File: src/rtl/mmio_uart_tx_pkg.sv
// Shared definitions for the memory-mapped UART transmitter.
//  - register offsets within the 8-byte window (byte offset, addr[1:0] ignored)
//  - STATUS register bit positions
//  - transmitter FSM state type
package mmio_uart_tx_pkg;

   localparam logic [2:0] UART_TXDATA = 3'd0;
   localparam logic [2:0] UART_STATUS = 3'd4;

   localparam int STATUS_BUSY  = 0;
   localparam int STATUS_EMPTY = 1;
   localparam int STATUS_FULL  = 2;
   localparam int STATUS_OVF   = 3;

   typedef enum logic [1:0] {
      ST_IDLE,
      ST_START,
      ST_DATA,
      ST_STOP
   } uart_tx_state_t;

endpackage

File: src/rtl/mmio_uart_tx_fifo.sv
// fifo_sync: single-clock FIFO, W bits wide, DEPTH entries (power of two).
// Ports:
//  clk      in   clock
//  rst      in   asynchronous, active-low reset (empties the FIFO)
//  push     in   write wr_data; ignored while full
//  wr_data  in   W-bit write data
//  pop      in   drop the head entry; ignored while empty
//  rd_data  out  head entry (valid when !empty)
//  full     out  count == DEPTH
//  empty    out  count == 0
//  count    out  number of stored entries
module fifo_sync #(
   parameter int W     = 8,
   parameter int DEPTH = 8
) (
   input  logic                     clk,
   input  logic                     rst,
   input  logic                     push,
   input  logic [W-1:0]             wr_data,
   input  logic                     pop,
   output logic [W-1:0]             rd_data,
   output logic                     full,
   output logic                     empty,
   output logic [$clog2(DEPTH):0]   count
);

   localparam int AW = $clog2(DEPTH);
   localparam int CW = AW + 1;

   if (DEPTH < 2 || (DEPTH & (DEPTH - 1)) != 0) begin : g_depth_check
      $error("fifo_sync: DEPTH must be a power of two >= 2");
   end

   logic [W-1:0]  mem [DEPTH];
   logic [AW-1:0] wr_ptr;
   logic [AW-1:0] rd_ptr;
   logic          push_ok;
   logic          pop_ok;

   // A push into a full FIFO is dropped even if a pop happens on the same edge.
   assign push_ok = push & ~full;
   assign pop_ok  = pop & ~empty;

   // NOTE: storage is deliberately not reset; pointers and count define which entries are valid.
   always_ff @(posedge clk) begin
      if (push_ok) mem[wr_ptr] <= wr_data;
   end

   // NOTE: sequential state uses non-blocking assignments so every register samples pre-edge values.
   always_ff @(posedge clk or negedge rst) begin
      if (!rst) begin
         wr_ptr <= '0;
         rd_ptr <= '0;
         count  <= '0;
      end else begin
         if (push_ok) wr_ptr <= wr_ptr + AW'(1);
         if (pop_ok)  rd_ptr <= rd_ptr + AW'(1);
         case ({push_ok, pop_ok})
            2'b10:   count <= count + CW'(1);
            2'b01:   count <= count - CW'(1);
            default: count <= count;
         endcase
      end
   end

   assign rd_data = mem[rd_ptr];
   assign full    = (count == CW'(DEPTH));
   assign empty   = (count == '0);

endmodule

File: src/rtl/mmio_uart_tx.sv
// mmio_uart_tx: memory-mapped 8N1 UART transmitter on the core data bus.
//  +0 TXDATA  W: push wr_data[7:0]       R: 0
//  +4 STATUS  W: wr_data[3]=1 clears ovf R: {28'b0, ovf, full, empty, busy}
// Ports:
//  clk          in   clock
//  rst          in   asynchronous, active-low reset
//  ena          in   global enable; low freezes all state
//  mem_addr     in   core byte address
//  mem_wr_data  in   core write data
//  mem_wr_ena   in   core write strobe
//  mem_rd_data  out  register readback, combinational from mem_addr
//  hit          out  mem_addr falls inside the 8-byte window
//  tx           out  serial line, registered, idle high
//  busy         out  frame in progress or bytes pending
module mmio_uart_tx
   import mmio_uart_tx_pkg::*;
#(
   parameter int          CLK_HZ     = 12_000_000,
   parameter int          BAUD       = 115_200,
   parameter int          FIFO_DEPTH = 8,
   parameter logic [31:0] BASE_ADDR  = 32'h0000_3000
) (
   input  logic        clk,
   input  logic        rst,
   input  logic        ena,
   input  logic [31:0] mem_addr,
   input  logic [31:0] mem_wr_data,
   input  logic        mem_wr_ena,
   output logic [31:0] mem_rd_data,
   output logic        hit,
   output logic        tx,
   output logic        busy
);

   localparam int DIV   = CLK_HZ / BAUD;
   localparam int CNT_W = (DIV > 1) ? $clog2(DIV) : 1;
   localparam int CW    = $clog2(FIFO_DEPTH) + 1;

   if (DIV < 2) begin : g_div_check
      $error("mmio_uart_tx: CLK_HZ/BAUD must be at least 2");
   end

   // ---------------- bus decode ----------------
   logic [2:0] offset;
   logic       push;
   logic       clr;
   logic [3:0] status;
   logic       ovf;

   assign hit    = (mem_addr[31:3] == BASE_ADDR[31:3]);
   assign offset = {mem_addr[2], 2'b00};
   assign push   = ena & mem_wr_ena & hit & (offset == UART_TXDATA);
   assign clr    = ena & mem_wr_ena & hit & (offset == UART_STATUS) & mem_wr_data[STATUS_OVF];

   // ---------------- FIFO ----------------
   logic          pop;
   logic [7:0]    fifo_rd;
   logic          fifo_full;
   logic          fifo_empty;
   logic [CW-1:0] fifo_count;

   fifo_sync #(.W(8), .DEPTH(FIFO_DEPTH)) u_fifo (
      .clk     (clk),
      .rst     (rst),
      .push    (push),
      .wr_data (mem_wr_data[7:0]),
      .pop     (pop & ena),
      .rd_data (fifo_rd),
      .full    (fifo_full),
      .empty   (fifo_empty),
      .count   (fifo_count)
   );

   // Overflow is judged on the pre-edge full flag and takes priority over a clear.
   always_ff @(posedge clk or negedge rst) begin
      if (!rst) begin
         ovf <= 1'b0;
      end else if (ena) begin
         if (push && fifo_full) ovf <= 1'b1;
         else if (clr)          ovf <= 1'b0;
      end
   end

   // ---------------- transmitter FSM ----------------
   uart_tx_state_t   state, state_nxt;
   logic [CNT_W-1:0] baud_cnt, baud_nxt;
   logic [2:0]       bit_idx, bit_nxt;
   logic [7:0]       shift, shift_nxt;
   logic             tx_nxt;
   logic             tick;

   assign tick = (baud_cnt == CNT_W'(DIV - 1));

   always_ff @(posedge clk or negedge rst) begin
      if (!rst) begin
         state    <= ST_IDLE;
         baud_cnt <= '0;
         bit_idx  <= '0;
         shift    <= '0;
         tx       <= 1'b1;
      end else if (ena) begin
         state    <= state_nxt;
         baud_cnt <= baud_nxt;
         bit_idx  <= bit_nxt;
         shift    <= shift_nxt;
         tx       <= tx_nxt;
      end
   end

   // NOTE: every output of this block gets a default first, so no path can infer a latch.
   always_comb begin
      state_nxt = state;
      baud_nxt  = baud_cnt + CNT_W'(1);
      bit_nxt   = bit_idx;
      shift_nxt = shift;
      tx_nxt    = tx;
      pop       = 1'b0;
      case (state)
         ST_IDLE: begin
            baud_nxt = '0;
            if (!fifo_empty) begin
               pop       = 1'b1;
               shift_nxt = fifo_rd;
               tx_nxt    = 1'b0;
               state_nxt = ST_START;
            end
         end
         ST_START: begin
            if (tick) begin
               baud_nxt  = '0;
               bit_nxt   = '0;
               tx_nxt    = shift[0];
               state_nxt = ST_DATA;
            end
         end
         ST_DATA: begin
            if (tick) begin
               baud_nxt = '0;
               if (bit_idx == 3'd7) begin
                  tx_nxt    = 1'b1;
                  state_nxt = ST_STOP;
               end else begin
                  // The line already carries shift[0]; expose the next bit.
                  bit_nxt   = bit_idx + 3'd1;
                  shift_nxt = shift >> 1;
                  tx_nxt    = shift[1];
               end
            end
         end
         ST_STOP: begin
            if (tick) begin
               baud_nxt = '0;
               if (!fifo_empty) begin
                  // Chain straight into the next start bit, no idle gap.
                  pop       = 1'b1;
                  shift_nxt = fifo_rd;
                  tx_nxt    = 1'b0;
                  state_nxt = ST_START;
               end else begin
                  state_nxt = ST_IDLE;
               end
            end
         end
         default: state_nxt = ST_IDLE;
      endcase
   end

   // ---------------- status / readback ----------------
   assign busy = (state != ST_IDLE) | ~fifo_empty;

   always_comb begin
      status               = '0;
      status[STATUS_BUSY]  = busy;
      status[STATUS_EMPTY] = fifo_empty;
      status[STATUS_FULL]  = fifo_full;
      status[STATUS_OVF]   = ovf;
   end

   always_comb begin
      mem_rd_data = '0;
      if (hit && offset == UART_STATUS) mem_rd_data = {28'b0, status};
   end

   // Bits that the register map intentionally ignores.
   logic unused_ok;
   assign unused_ok = &{1'b0, mem_addr[1:0], mem_wr_data[31:8], fifo_count};

endmodule

File: config.mk
export PLATFORM = sky130hd
export DESIGN_NAME = mmio_uart_tx
export DESIGN_NICKNAME = d
export VERILOG_FILES = /design/src/rtl/mmio_uart_tx_pkg.sv /design/src/rtl/mmio_uart_tx_fifo.sv /design/src/rtl/mmio_uart_tx.sv
export SDC_FILE = /design/constraint.sdc
export NUM_CORES = 1
export LEC_CHECK = 0
export ABC_AREA = 1
export CAP_MARGIN = 20
export CELL_PAD_IN_SITES_DETAIL_PLACEMENT = 2
export CELL_PAD_IN_SITES_GLOBAL_PLACEMENT = 2
export CORE_AREA = 2 2 123 125
export DETAILED_ROUTE_END_ITERATION = 16
export DIE_AREA = 0 0 125 127
export PLACE_DENSITY = 0.92
export SLEW_MARGIN = 10
export SYNTH_ARGS = -nofsm -noshare
export SYNTH_HDL_FRONTEND = slang
export SYNTH_SLANG_ARGS = --single-unit
export TNS_END_PERCENT = 50
File: constraint.sdc
create_clock -name clk -period 4.3 [get_ports clk]
set_clock_uncertainty 0.15 [all_clocks]
set_input_delay 0.86 -clock clk [delete_from_list [all_inputs] [get_ports clk]]
set_output_delay 0.86 -clock clk [all_outputs]
set_load 0.01 [all_outputs]
==> summary.txt <==
Outcome
  • Status: finished clean

Critical path
  • End of the critical path: mem_rd_data[0]
  • Critical path required time: 3290 ps
  • Critical path capture point type: output pin
  • R2R setup slack: between 1000 and 1500 ps
  • Critical Path Stages: 9
  • Reg-to-reg endpoint: u_fifo.count[3]
  • Critical Path Start Type: input port
  • CP startpoint: mem_addr[20]
  • Crit path DAT: 2840 ps
  • Delay-heaviest family, CP: simple AND/OR/NAND/NOR gates
  • CP Buf/Inv Count: 2
  • WS Path Type: in -> out
  • CP max FO: 9
  • Reg2reg start: state[0]
  • Crit path cell chain: clkdlybuf4s50_1 -> nor2_1 -> nand2_1 -> nor2_1 -> nand2_1 -> nor2_8 -> nand2_1 -> nor2_1 -> clkdlybuf4s50_1
  • CP max stage delay: between 500 and 600 ps
  • Crit-path slowest cell: clkdlybuf4s50_1
  • R2R depth: 12

Yosys
  • Most frequent cell after synthesis: nand2_1
  • Synthesized instance count: 503
  • Post-Synth Adder-Cell Area: 0.0403
  • Post-synthesis simple-gate area fraction: 0.254
  • Post-synthesis sequential area ratio: 0.562
  • Seq cells post-synth: 96
  • Post-synth top area cell: edfxtp_1
  • Most frequent cells after synthesis: nand2_1 (124), edfxtp_1 (64), nor2_1 (62)
  • Synth Area in XOR/XNOR: 0.0108
  • Largest family of logic cells by synthesized area: simple AND/OR/NAND/NOR gates
  • Synth top area cells: edfxtp_1 (40%), dfrtp_1 (16%), nand2_1 (9.6%)
  • Post-Syn Area: between 4000 and 5000 sq um
  • Synth warn: 0
  • Avg Inst Size Synth: around 9.6 sq um
  • Asr flop ratio synth: 0.333
  • Yosys top cell area share: 0.397
  • Post-synth EDFFs: 64
  • Library cells used by synthesis: 39
  • Post-synth top flop: edfxtp_1
  • Mux cell area share after synthesis: 0.00207
  • Synth Area in Compound Gates: 0.0372

Clocking
  • Clock latency on the worst-skew pair: around 360 ps
  • Worst-path clk slew: 70 ps
  • CTS sink count: 96
  • Clock Tree Root: clkbuf_16
  • Post-CTS Hold Fix Bufs: 0
  • H-tree levels: 3
  • CTS tree: yes
  • CTS buffer count: 9
  • CTS resizes: 0
  • Setup bufs post-CTS: 0
  • Deepest clock path buffer count: 2

Power
  • Internal Power: 1.50 mW
  • Final Total Pwr: 2.02 mW
  • Comb pwr share: 0.081
  • P_leak: roughly 2.4 nW
  • Switching part of the total: 0.258
  • Pwr Density: between 300 and 400 nW/um^2
  • Sequential share of power: 0.516
  • Clk pwr share: 0.403
  • VDD IR max: roughly 250 uV
  • Sw Pwr: between 0.5 and 0.6 mW

STA
  • Fmax: 260 MHz
  • Setup_tns: 0 ps
  • Fin. max-slew vios: 0
  • Hold Fails Final Rpt: 0
  • Clock period minus worst slack: 3850 ps
  • Worst setup margin: between 400 and 500 ps
  • Least-Margin Pin Slew: ~720 ps
  • Min Hold Slack: roughly 350 ps
  • Period utilization: 0.894
  • RSZ-0062 raised after global routing: false
  • Final setup fails: 0
  • Slew HR: 0.517

Detailed routing
  • Antenna-violating nets left: 0
  • Post-DR vias/cell: roughly 5
  • Total vias in the final route: ~3,600
  • First drt pass iteration count: 4
  • DRC errors left: 0
  • WL final: 14,100 um
  • Wirelength per Cell: ~19 um
  • Iteration-0 DRC Markers: roughly 150

Worst hold path
  • Hold Crit Start: shift[3]
  • Hold crit path type: reg -> reg

Final layout
  • # fillers: around 1,600
  • Synth-to-Final Area Change: 18.5%
  • Final Util: 0.398
  • Layout cell share with drive strength beyond 1: 0.0924
  • N_diodes: 0
  • Final-stage net count: approximately 640

Global routing
  • Grt total ovfl: 0
  • Largest net degree at the start of global routing: 36
  • Total GRT Usage: 0.186
  • Antenna violations before repair: 0
  • First-pass GRT wire length: 22,600 um
  • Vias in the first global route: ~4,100

Flow run
  • Max Cap Viol: 0

Placement
  • Buffers on Ports: 48
  • Worst slack at placement: 462 ps
  • Routability cong.: 0.783
  • Detailed Place HPWL: 9700 um

Floorplan
  • Die footprint: about 16,000 sq um
  • Initial Util: 0.336
  • Die Span X: between 100 and 150 um
  • Die height: ~130 um
  • Std cell rows: 44
  • # IOs: 103
  • Core area: approximately 14,000 sq um
cell families (layout without fill, tap and decap cells):
kind of cell / after synthesis / in the layout
buf+inv: 83 / 116
mux: 1 / 1
fa+ha+maj: 15 / 15
other cells: 1 / 28
simple gates: 267 / 267
xor+xnor: 6 / 6
compound gates: 34 / 34
flops: 96 / 96
routing by layer:
layer,vias to the layer above,global-route usage,part of all wire,wire (um)
li1,1710,-,-,-
met1,1829,0.218,0.42,5840
met4,0,0.0706,0.022,306
met3,22,0.0318,0.029,404
met2,77,0.341,0.53,7510
met5,-,0,0,0
flip-flops by register name, indices dropped and copies added (netlist names):
name           count
u_fifo.wr_ptr      3
u_fifo.count       4
baud_cnt           7
state              2
u_fifo.rd_ptr      3
shift              8
u_fifo.mem        64
ovf                1
tx                 1
bit_idx            3
cells in the final DEF (no fill, tap or decap), drive strengths merged, types with 14 or more instances in the layout:
cell / instances
edfxtp: 64
nand3: 58
o21ai: 24
nor2: 70
conb: 28
clkdlybuf4s50: 48
inv: 43
nand2: 128
dfrtp: 31
ha: 14
metrics by stage:
step	instance area, sq um	std cells
global route	5740	747
floorplan	4950	530
global placement	5450	731
CTS	5740	747
detailed placement	5450	731
finish	5740	747
power groups by stage:
stage	combinational (mW)	clock, mW	sequential, mW
final	0.163	0.812	1.04
after global routing	0.185	0.861	1.05
after CTS	0.165	0.828	1.04
after detailed placement	0.160	0	1.06
after global placement	0.145	0	1.06
after floorplan	0.106	0	1.05
worst register-to-register path, cell delays in order, from the launching register on:
cell     delay [ps]
dfrtp_1         470
inv_1           130
ha_1            360
a21oi_1         180
nand2_1         120
nor2_4          210
ha_1            300
ha_1            310
a21oi_1         160
nand2_1          90
a21oi_1         140
o21ai_0         120
xor2_1          160
area by class of cell:
cell class	count	area, sq um	area share
Clock buffer	9	225	0.0392
Clock inverter	7	70.1	0.0122
Tap cell	184	230	0.0401
Sequential cell	96	2720	0.474
Multi-Input combinational cell	351	1780	0.309
Inverter	41	155	0.0270
Timing Repair Buffer	59	563	0.0980
how the worst min path moves through the flow:
stage / endpoint / depth (start not counted) / slack, ps
4_1_cts: shift[2] / 2 / 340
6_report: shift[3] / 2 / 350
2_1_floorplan: ovf / 2 / 290
3_5_place_dp: shift[2] / 2 / 320
5_1_grt: shift[3] / 2 / 380
3_3_place_gp: ovf / 2 / 310
Power figures use the tool's default switching activity.
